$ cat config.mk
export PLATFORM = sky130hd
export DESIGN_NAME = mux_sched
export DESIGN_NICKNAME = d
export VERILOG_FILES = /design/src/rtl/mux_pkg.sv /design/src/rtl/mux_rr_pick.sv /design/src/rtl/mux_sched.sv
export SDC_FILE = /design/constraint.sdc
export NUM_CORES = 1
export LEC_CHECK = 0
export BUFFER_PORTS_ARGS = -buffer_cell sky130_fd_sc_hd__buf_2
export CAP_MARGIN = 10
export CELL_PAD_IN_SITES_DETAIL_PLACEMENT = 0
export CELL_PAD_IN_SITES_GLOBAL_PLACEMENT = 1
export CORE_MARGIN = 2
export CORE_UTILIZATION = 31
export CTS_CLUSTER_DIAMETER = 30
export DETAILED_ROUTE_END_ITERATION = 6
export PLACE_DENSITY = 0.82
export REMOVE_ABC_BUFFERS = 1
export SKIP_CTS_REPAIR_TIMING = 1
export SYNTH_ARGS = -nofsm -noshare
export SYNTH_HDL_FRONTEND = slang
export SYNTH_HIERARCHICAL = 1
export SYNTH_SLANG_ARGS = --single-unit
$ cat constraint.sdc
create_clock -name clk -period 5.65 [get_ports clk]
set_input_delay 0.2825 -clock clk [delete_from_list [all_inputs] [get_ports clk]]
set_output_delay 0.2825 -clock clk [all_outputs]
set_load 0.01 [all_outputs]
$ cat src/rtl/mux_pkg.sv
// Shared encodings and elaboration helpers for the mux_sched channel multiplexer.
package mux_pkg;

    localparam logic MODE_DIRECT = 1'b0;
    localparam logic MODE_SCAN   = 1'b1;

    // Ceiling log2; returns 0 for values <= 1.
    function automatic int clog2(input int value);
        int width;
        width = 0;
        for (int i = 0; i < 31; i++) begin
            if ((1 << i) < value) begin
                width = i + 1;
            end
        end
        return width;
    endfunction

endpackage

$ cat src/rtl/mux_rr_pick.sv
// Rotating-priority search: first set bit of mask at or after ptr, modulo M.
// Purely combinational; the caller owns the pointer.
module mux_rr_pick #(
    parameter int M  = 4,
    parameter int SW = 2
) (
    input  logic [M-1:0]  mask,
    input  logic [SW-1:0] ptr,
    output logic [SW-1:0] index,
    output logic          found
);

    logic [SW-1:0] w_cand;

    always_comb begin
        index  = '0;
        found  = 1'b0;
        w_cand = '0;
        // Walk from the farthest offset back towards ptr so the nearest enabled channel wins.
        for (int i = M - 1; i >= 0; i--) begin
            w_cand = ptr + SW'(i);
            if (mask[w_cand]) begin
                index = w_cand;
                found = 1'b1;
            end
        end
    end

endmodule

$ cat src/rtl/mux_sched.sv
// Channel multiplexer with direct or round-robin selection into a one-deep output register.
// Capture latency one cycle; out_valid && !out_ready stalls capture and freezes all state.
module mux_sched
    import mux_pkg::*;
#(
    parameter  int N  = 16,
    parameter  int M  = 4,
    localparam int SW = clog2(M)
) (
    input  logic           clk,
    input  logic           reset,
    input  logic           mode,
    input  logic [SW-1:0]  selecM,
    input  logic [M-1:0]   en_mask,
    input  logic [M*N-1:0] R,
    input  logic           in_valid,
    output logic           in_ready,
    output logic [N-1:0]   Q,
    output logic [SW-1:0]  out_chan,
    output logic           out_valid,
    input  logic           out_ready
);

    logic [N-1:0]  w_ch_dat [M];
    logic [SW-1:0] w_rr_index;
    logic          w_rr_found;
    logic          w_pick_ok;
    logic          w_capture;
    logic          w_consume;
    logic [SW-1:0] w_chan;

    logic [N-1:0]  r_q;
    logic [SW-1:0] r_chan;
    logic [SW-1:0] r_ptr;
    logic          r_valid;

    for (genvar k = 0; k < M; k++) begin : g_unpack
        assign w_ch_dat[k] = R[k*N +: N];
    end

    mux_rr_pick #(
        .M  (M),
        .SW (SW)
    ) u_pick (
        .mask  (en_mask),
        .ptr   (r_ptr),
        .index (w_rr_index),
        .found (w_rr_found)
    );

    // Scan mode with no enabled channel has nothing to offer, so it refuses the request.
    assign w_pick_ok = (mode == MODE_DIRECT) ? 1'b1 : w_rr_found;
    assign in_ready  = (!r_valid || out_ready) && w_pick_ok;
    assign w_capture = in_valid && in_ready;
    assign w_consume = r_valid && out_ready;
    assign w_chan    = (mode == MODE_DIRECT) ? selecM : w_rr_index;

    always_ff @(posedge clk) begin
        if (reset) begin
            r_q     <= '0;
            r_chan  <= '0;
            r_ptr   <= '0;
            r_valid <= 1'b0;
        end else begin
            if (w_capture) begin
                r_q     <= w_ch_dat[w_chan];
                r_chan  <= w_chan;
                r_valid <= 1'b1;
            end else if (w_consume) begin
                r_valid <= 1'b0;
            end
            // Pointer advances past the granted channel only on scan grants; M is a power of two so it wraps naturally.
            if (w_capture && (mode == MODE_SCAN)) begin
                r_ptr <= w_rr_index + SW'(1);
            end
        end
    end

    assign Q         = r_q;
    assign out_chan  = r_chan;
    assign out_valid = r_valid;

endmodule

* Yosys cells after proc, flatten, opt, wreduce, memory -nomap -nowiden
Cells that the tools add are included.
Word-level totals: word-level logic and storage cells 44, output and inout bits 20, register bits after elaboration 21, input port bits 75
Cells by class: add/sub/neg operators 4, bitwise gates (word level) 1, reductions and logical operators 7, mux-type cells 23, order comparisons 5
Operator list (number):
- binary-select mux 16 bit (select 2 bit) | 1
- 2-to-1 mux 16 bit | 2
- less-than comparator 2 x 3 -> 1 bit (second input constant) | 4
- 2-to-1 mux 1 bit | 11
- 2-to-1 mux 2 bit | 5
- binary-select mux 1 bit (select 2 bit) | 4
- adder 2 x 1 -> 2 bit (second input constant) | 2
- adder 2 bit (second input constant) | 2
- logical AND 1 bit | 4
- >= comparator 3 bit (second input constant) | 1
- inverter 2 -> 3 bit | 1
- nonzero test 2 bit | 1
- zero test 1 bit | 1
- logical OR 1 bit | 1

* Depth between registers and ports, before layout
Gate-level depths: netlist (run 1).
depth in word-level cells 12, depth in mapped cells 8, depth with buffers taken out 7

* By module
The synthesis (run 1) kept the hierarchy.
By module, submodules not included:
- mux_sched | seq. area each 420.4 um^2, cells each 94, area an instance 1201.2 um^2, instances 1
- mux_rr_pick | seq. area each 0.0 um^2, cells each 13, area an instance 77.6 um^2, instances 1

* Least setup slack after synthesis (run 1)
No wires, ideal clock.
kind register to register, from register r_ptr[1], to register r_q[4] (netlist: Q[4]), arrival 1.911 ns, slack 3.612 ns, stages on the path, launching flop included 8, setup time 0.128 ns, buffers on the path 1, clock period less this slack 2.038 ns, path through dfxtp_1 > mux2i_1 > a211oi_2 > mux2i_4 > buf_6 > mux4_2 > mux2i_1 > nor2_1
Between the ends: cells in the longest elaborated chain, start to end 12, elaborated cells on any way between the ends 27, classes of those cells 3 x add/sub; 21 x mux; 1 x bitwise; 2 x reduce/logical
Ends and longest elaborated chain:
- start, declared | RTL line mux_sched.sv:34 | logic [SW-1:0] r_ptr;
- start signal, assigned | RTL line mux_sched.sv:74 | r_ptr <= w_rr_index + SW'(1);
- adder 2 bit | RTL line mux_rr_pick.sv:21 | w_cand = ptr + SW'(i);
- binary-select mux 1 bit (select 2 bit) | RTL line mux_rr_pick.sv:22 | if (mask[w_cand]) begin
- 2-to-1 mux 1 bit (not written as such) | RTL line mux_rr_pick.sv:22
- 2-to-1 mux 2 bit (3 in a row) | RTL line mux_rr_pick.sv:22
- 2-to-1 mux 2 bit (*) | RTL line mux_rr_pick.sv:22
- via w_rr_index[0] | RTL line mux_sched.sv:25 | logic [SW-1:0] w_rr_index;
- 2-to-1 mux 2 bit (*) | RTL line mux_sched.sv:56 | assign w_chan = (mode == MODE_DIRECT) ? selecM : w_rr_index;
- inverter 2 -> 3 bit (not written as such) (*) | RTL line mux_sched.sv:66 | r_q <= w_ch_dat[w_chan];
- binary-select mux 16 bit (select 2 bit) (*) | RTL line mux_sched.sv:66
- 2-to-1 mux 16 bit (not written as such) (*) (2 in a row) | RTL line mux_sched.sv:66
- end signal, assigned | RTL line mux_sched.sv:66
- end, declared | RTL line mux_sched.sv:32 | logic [N-1:0] r_q;
The timed path passes the listed nets; every way through them passes the cells marked *. The select of a mux whose other input is x is not followed. A chain may end at the register's enable or synchronous reset.

* Worst setup path after layout (run 1)
from register r_ptr[1], to register r_q[15] (netlist: Q[15])
Same word-level chain as after synthesis.

==> results of run 1 <==
==> worst register-to-register path, stage by stage, from the launching register on <==
cell and delay (ps):
sky130_fd_sc_hd__dfxtp_1 430, sky130_fd_sc_hd__mux2i_1 240, sky130_fd_sc_hd__a211oi_2 140, sky130_fd_sc_hd__mux2i_4 700, sky130_fd_sc_hd__mux4_1 660, sky130_fd_sc_hd__mux2i_1 140
sky130_fd_sc_hd__nor2_1 50
==> report_power, final <==
group / switching [W] / total [W] / internal, W
Sequential: 0.00000735 / 0.000169 / 0.000162
Clock: 0.0000470 / 0.0000960 / 0.0000490
Combinational: 0.0000562 / 0.000131 / 0.0000745
Total: 0.000110 / 0.000396 / 0.000286
==> final cells by class <==
| type | count | area share [%] |
|---|---|---|
| Sequential cell | 21 | 23.1 |
| Clock inverter | 1 | 0.275 |
| Multi-Input combinational cell | 78 | 44.6 |
| Clock buffer | 3 | 2.27 |
| Tap cell | 50 | 3.44 |
| Timing Repair Buffer | 95 | 26.3 |
==> metal layers <==
metal	share of wire, %	GRT usage [%]
met1	42	15.1
met3	11	3.13
met2	47	24.4
met5	0	0
met4	0.12	2.25
==> per-stage QoR <==
stage          power [W]  cell area, um2
3_5_place_dp    0.000306            1770
6_report        0.000396            1820
3_3_place_gp    0.000303            1770
2_1_floorplan   0.000252            1230
5_1_grt         0.000423            1820
4_1_cts         0.000403            1820
==> cell usage after synthesis (all sizes together) <==
cell type	n
nor2	22
dfxtp	21
mux2i	19
mux4	16
buf	5
a211oi	4
a21oi	4
nand2b	4
clkbuf	3
nand2	3
a311oi	2
and2	1
and3	1
nor3b	1
xnor2	1
==> cells by family (layout without fill, tap and decap cells) <==
family | Yosys count | after routing
muxes | 35 | 35
and+or+nand+nor | 32 | 32
DFF | 21 | 21
AOI/OAI and AO/OA | 10 | 10
buffers and inverters | 8 | 99
xor gates and xnor gates | 1 | 1
==> worst min-delay path by stage <==
stage | startpoint | to | slack [ps] | cells past startpoint
after global placement | Q[3] | Q[3] | 470 | 2
after detailed placement | Q[12] | Q[12] | 480 | 2
after CTS | in_valid | out_valid | 270 | 3
after global routing | in_valid | out_valid | 290 | 3
after floorplan | reset | out_valid | 350 | 1
final | in_valid | out_valid | 280 | 3
==> state kept, by name (all words and copies together), names as in the netlist <==
| name | count |
|---|---|
| Q | 16 |
| out_valid | 1 |
| r_ptr | 2 |
| out_chan | 2 |
==> impl_metrics.py, run 1 <==
metrics = {
    "die": {
        "starting_density_of_the_core_pct": 32.2,
        "die_w_um": 68.2,
        "boundary_pin_count": 95,
        "chipHeight_um": 68.2,
        "rows": 23,
        "die_area_mm2": 0.00465,
        "fp.coreArea_mm2": 0.00397,
    },
    "setup_path": {
        "r2r_end": "Q[15]",
        "timing.critical_path.buf_inv": 0,
        "rrSetupSlack_ps": 3180,
        "crit_slowest_cell": "sky130_fd_sc_hd__mux2i_4",
        "cp.depth": 6,
        "worst_setup_path_endpoint": "Q[15]",
        "critical_path.cell_chain": "mux2i_1 -> a211oi_2 -> mux2i_4 -> mux4_1 -> mux2i_1 -> nor2_1",
        "critical_path.startpoint_type": "register",
        "crit_fanout": 17,
        "cp.arrival_ps": 2600,
        "critPathLaunch": "r_ptr[1]",
        "type_of_the_worst_setup_path": "reg2reg",
        "critical_path.most_common_cell": "sky130_fd_sc_hd__mux2i_1",
        "worstSetupEndpointType": "register",
        "cp_data_required_time_ps": 5780,
        "timing.critical_path.max_delay_family": "multiplexers",
        "critical_path.max_stage_delay_ps": 700,
        "r2r_cells": 6,
        "reg2reg_from": "r_ptr[1]",
    },
    "global_route": {
        "grt_max_degree": 22,
        "gr_overflow_total": 0,
        "grt_first_pass_wirelength_um": 4590,
        "grt_pass1_vias": 1071,
        "antenna_found_initial": 0,
        "global_route.usage.total_pct": 13.0,
    },
    "layout": {
        "non_filler_instances": 248,
        "proportion_of_layout_cells_with_a_drive_suffix_above_1_pct": 56.6,
        "diodes": 0,
        "area_delta_synth_final_pct": 42.1,
        "num-fill-cells": 376,
        "final_util_pct": 45.7,
        "layout_common_cells": "sky130_fd_sc_hd__buf_2, sky130_fd_sc_hd__nor2_1, sky130_fd_sc_hd__dfxtp_1, sky130_fd_sc_hd__mux2i_1, sky130_fd_sc_hd__mux4_2",
        "sequential_cell_area_um2": 420,
        "nets": 274,
        "multi_input_combinational_cell_area_um2": 810,
        "layout.cells.most_common": "sky130_fd_sc_hd__buf_2",
    },
    "logic_synthesis": {
        "syn_area_mm2": 0.00128,
        "synth.mux.area_fraction_pct": 46.1,
        "count_of_distinct_cell_types_in_the_synthesized_netlist": 20,
        "ys_seq_elements": 21,
        "synth_largest_type_area_fraction_pct": 32.9,
        "synth_top_cells_by_area": "sky130_fd_sc_hd__dfxtp_1, sky130_fd_sc_hd__mux4_2, sky130_fd_sc_hd__mux2i_1, sky130_fd_sc_hd__mux4_1, sky130_fd_sc_hd__nor2_1",
        "synth.yosys.seq_area_share_pct": 32.9,
        "synth.largest_area_cell": "sky130_fd_sc_hd__dfxtp_1",
        "synth-compound-area-share_pct": 5.68,
        "yosysWarningCount": 6,
        "post_synth_and_or_nand_nor_area_fraction_pct": 10.9,
        "synth_xor_area_share_pct": 0.685,
        "post_synth_inst_count": 107,
        "synthAdderAreaFrac_pct": 0,
        "syn_area_per_cell_um2": 12.0,
        "synth_top_family_by_area": "multiplexers",
    },
    "power_and_ir_drop": {
        "power-per-cell-area_mw_per_mm2": 218,
        "cellLeakagePower_nw": 0.898,
        "peakVddDrop_v": 0.0000803,
    },
    "route": {
        "ant_nets": 0,
        "via_count": 1197,
        "drt_first_iter_violations": 55,
        "vias_per_cell": 4.83,
        "wirelength_um": 3240,
        "drc": 0,
        "routedWlPerCell_um": 13.0,
        "drt_first_pass_iters": 4,
    },
    "sta": {
        "worst_pin_slew_ps": 1130,
        "final_max_slew_viol_count": 0,
        "timing.fmax_mhz": 404,
        "maxSlewHeadroom_pct": 23.3,
        "setup-violations-final": 0,
        "timing.final.crit_period_ps": 2470,
        "grt_setup_unrepaired": "false",
        "skew_ps": 2.87,
        "timing.final.crit_share_pct": 43.8,
        "setup_ws_ps": 3180,
        "finalHoldViolations": 0,
        "fin_setup_tns_ps": 0,
        "whs_ps": 276,
    },
    "placement": {
        "place_congestion": 0.615,
        "dpl.cell_count": 244,
        "post-dp-hpwl_um": 2490,
        "port-buffer-count": 94,
        "pre_cts_ws_ps": 3070,
    },
    "cts": {
        "htreeDepth": 1,
        "clock_path_buffers": 2,
        "worstSkewPairLatency_ps": 250,
        "clkSlewWorstSetupHoldPaths_ps": 80,
        "tritoncts": "yes",
        "cts_inserted_buffers": 3,
        "numClockSinks": 21,
        "cts-root-buf": "sky130_fd_sc_hd__clkbuf_8",
    },
    "status": {
        "outcome": "completed",
    },
    "job": {
        "maxCapViolations": 0,
    },
    "worst_hold_path": {
        "hp-class": "in2reg",
    },
}
Note: power is estimated with default switching activity, not from simulation.
==> inputs of run 2 (changes only) <==
- CORE_UTILIZATION: 31 -> 28
- PLACE_DENSITY: 0.82 -> 0.75
- clock period: 5.65 -> 2.51 ns (I/O delays scaled with it)
==> run 2 against run 1 <==
- non-clock buffer count is 2 higher
- combinational power is 130% higher
- cell count is 1.6% higher
- wire length is 2.8% higher
- register-to-register slack worse by 2700 ps
- design area is 1.6% higher
- sequential cell count stayed put
- via count is 0.17% higher
- largest cell class unchanged
==> impl_metrics.py, run 2 (synthesized netlist as in run 1, its figures left out) <==
metrics = {
    "status": {
        "outcome": "completed",
    },
    "power_and_ir_drop": {
        "cellLeakagePower_nw": 0.909,
        "pwr-share-seq_pct": 42.2,
        "power.clock.fraction_pct": 24.5,
        "power_switching_share_pct": 27.9,
        "power.share.combinational_pct": 33.3,
        "peakVddDrop_v": 0.000197,
        "power.internal_w": 0.000653,
        "power_switching_w": 0.000253,
        "power-per-cell-area_mw_per_mm2": 491,
    },
    "setup_path": {
        "worstSetupEndpointType": "register",
        "critical_path.max_stage_delay_ps": 560,
        "critical_path.most_common_cell": "sky130_fd_sc_hd__mux2i_1",
        "critical_path.startpoint_type": "register",
        "timing.critical_path.buf_inv": 1,
        "cp_data_required_time_ps": 2650,
        "type_of_the_worst_setup_path": "reg2reg",
        "cp.arrival_ps": 2190,
        "critical_path.cell_chain": "mux2i_1 -> a211oi_2 -> mux2i_4 -> buf_12 -> mux4_1 -> mux2i_1 -> nor2_1",
        "crit_fanout": 17,
        "crit_slowest_cell": "sky130_fd_sc_hd__mux4_1",
        "timing.critical_path.max_delay_family": "multiplexers",
    },
    "sta": {
        "timing.final.crit_share_pct": 81.7,
        "timing.final.crit_period_ps": 2050,
        "grt_setup_unrepaired": "false",
        "fin_setup_tns_ps": 0,
        "skew_ps": 9.43,
        "maxSlewHeadroom_pct": 72.7,
        "finalHoldViolations": 0,
        "timing.fmax_mhz": 488,
        "setup_ws_ps": 460,
        "worst_pin_slew_ps": 410,
        "setup-violations-final": 0,
        "final_max_slew_viol_count": 0,
    },
    "layout": {
        "proportion_of_layout_cells_with_a_drive_suffix_above_1_pct": 56.5,
        "final_design_area_no_fill_mm2": 0.00185,
        "final_util_pct": 42.1,
        "nets": 276,
        "layout_common_cells": "sky130_fd_sc_hd__buf_2, sky130_fd_sc_hd__nor2_1, sky130_fd_sc_hd__dfxtp_1, sky130_fd_sc_hd__mux2i_1, sky130_fd_sc_hd__mux4_2",
        "layout.cells.most_common": "sky130_fd_sc_hd__buf_2",
        "diodes": 0,
        "area_delta_synth_final_pct": 44.3,
        "largest_register_ff_count": 16,
    },
    "cts": {
        "tritoncts": "yes",
        "cts_inserted_buffers": 3,
        "numClockSinks": 21,
        "clkSlewWorstSetupHoldPaths_ps": 80,
        "cts-root-buf": "sky130_fd_sc_hd__clkbuf_8",
        "clock_path_buffers": 2,
        "worstSkewPairLatency_ps": 260,
        "htreeDepth": 1,
    },
    "die": {
        "rows": 24,
        "die_w_um": 71.6,
        "boundary_pin_count": 95,
        "chipHeight_um": 71.6,
        "die_area_mm2": 0.00512,
        "fp.coreArea_mm2": 0.00438,
        "starting_density_of_the_core_pct": 29.2,
    },
    "global_route": {
        "grt_first_pass_wirelength_um": 5400,
        "gr_overflow_total": 0,
        "global_route.usage.total_pct": 13.4,
        "antenna_found_initial": 0,
        "grt_max_degree": 25,
        "grt_pass1_vias": 1201,
    },
    "job": {
        "maxCapViolations": 0,
    },
    "route": {
        "drt_first_iter_violations": 47,
        "drt_first_pass_iters": 4,
        "via_count": 1199,
        "routedWlPerCell_um": 13.2,
        "drc": 0,
        "wirelength_um": 3330,
        "ant_nets": 0,
        "vias_per_cell": 4.76,
    },
    "placement": {
        "post-dp-hpwl_um": 2640,
        "port-buffer-count": 94,
        "pre_cts_ws_ps": 463,
        "place_congestion": 0.707,
        "post_dp_cell_area_mm2": 0.00180,
    },
    "worst_hold_path": {
        "hp-class": "in2reg",
    },
}
==> run 2: cell count changes in the layout (fill, tap and decap cells not counted), sizes merged <==
cell / delta
buf: +2
clkinv: -1
clkbuf: +1
==> run 2: power groups by stage <==
stage | Combinational (W) | Clock (W) | Sequential [W]
6_report | 0.000302 | 0.000222 | 0.000382
2_1_floorplan | 0.000165 | 0 | 0.000403
5_1_grt | 0.000333 | 0.000255 | 0.000387
3_5_place_dp | 0.000308 | 0 | 0.000389
4_1_cts | 0.000308 | 0.000236 | 0.000382
3_3_place_gp | 0.000303 | 0 | 0.000389
==> run 2: worst register-to-register path, cell delays in order (launching register included) <==
cell	delay, ps
sky130_fd_sc_hd__dfxtp_1	420
sky130_fd_sc_hd__mux2i_1	240
sky130_fd_sc_hd__a211oi_2	140
sky130_fd_sc_hd__mux2i_4	180
sky130_fd_sc_hd__buf_12	190
sky130_fd_sc_hd__mux4_1	570
sky130_fd_sc_hd__mux2i_1	140
sky130_fd_sc_hd__nor2_1	50
==> run 2: final timing paths <==
kind / from / end / slack [ps] / cells past startpoint
worst min-delay path: in_valid / out_valid / 130 / 3
worst max register to register: r_ptr[1] / Q[13] / 460 / 7
worst max-delay path: r_ptr[1] / Q[13] / 460 / 7
worst min register to register: Q[8] / Q[8] / 490 / 2
==> run 2: per-layer routing <==
layer,GRT usage [%],vias up,part of all wire (%)
li1,-,598,-
met1,15.2,540,40
met2,23.9,59,49
met3,4.36,2,9.9
met4,4.40,0,0.90
met5,0,-,0
==> run 2: area by class of cell <==
class	instances	area (um2)
clock buffers	4	45.0
fillers	416	2540
multi-input cells	78	810
flip-flops and latches	21	420
well taps	52	65.1
repair buffers	97	505
==> run 2: per-stage QoR <==
step           power, W  instances  hold WS, ps
6_report       0.000906        252          135
5_1_grt        0.000975        252          131
4_1_cts        0.000926        252          125
3_5_place_dp   0.000697        248          402
3_3_place_gp   0.000692        248          390
2_1_floorplan  0.000568         99          195
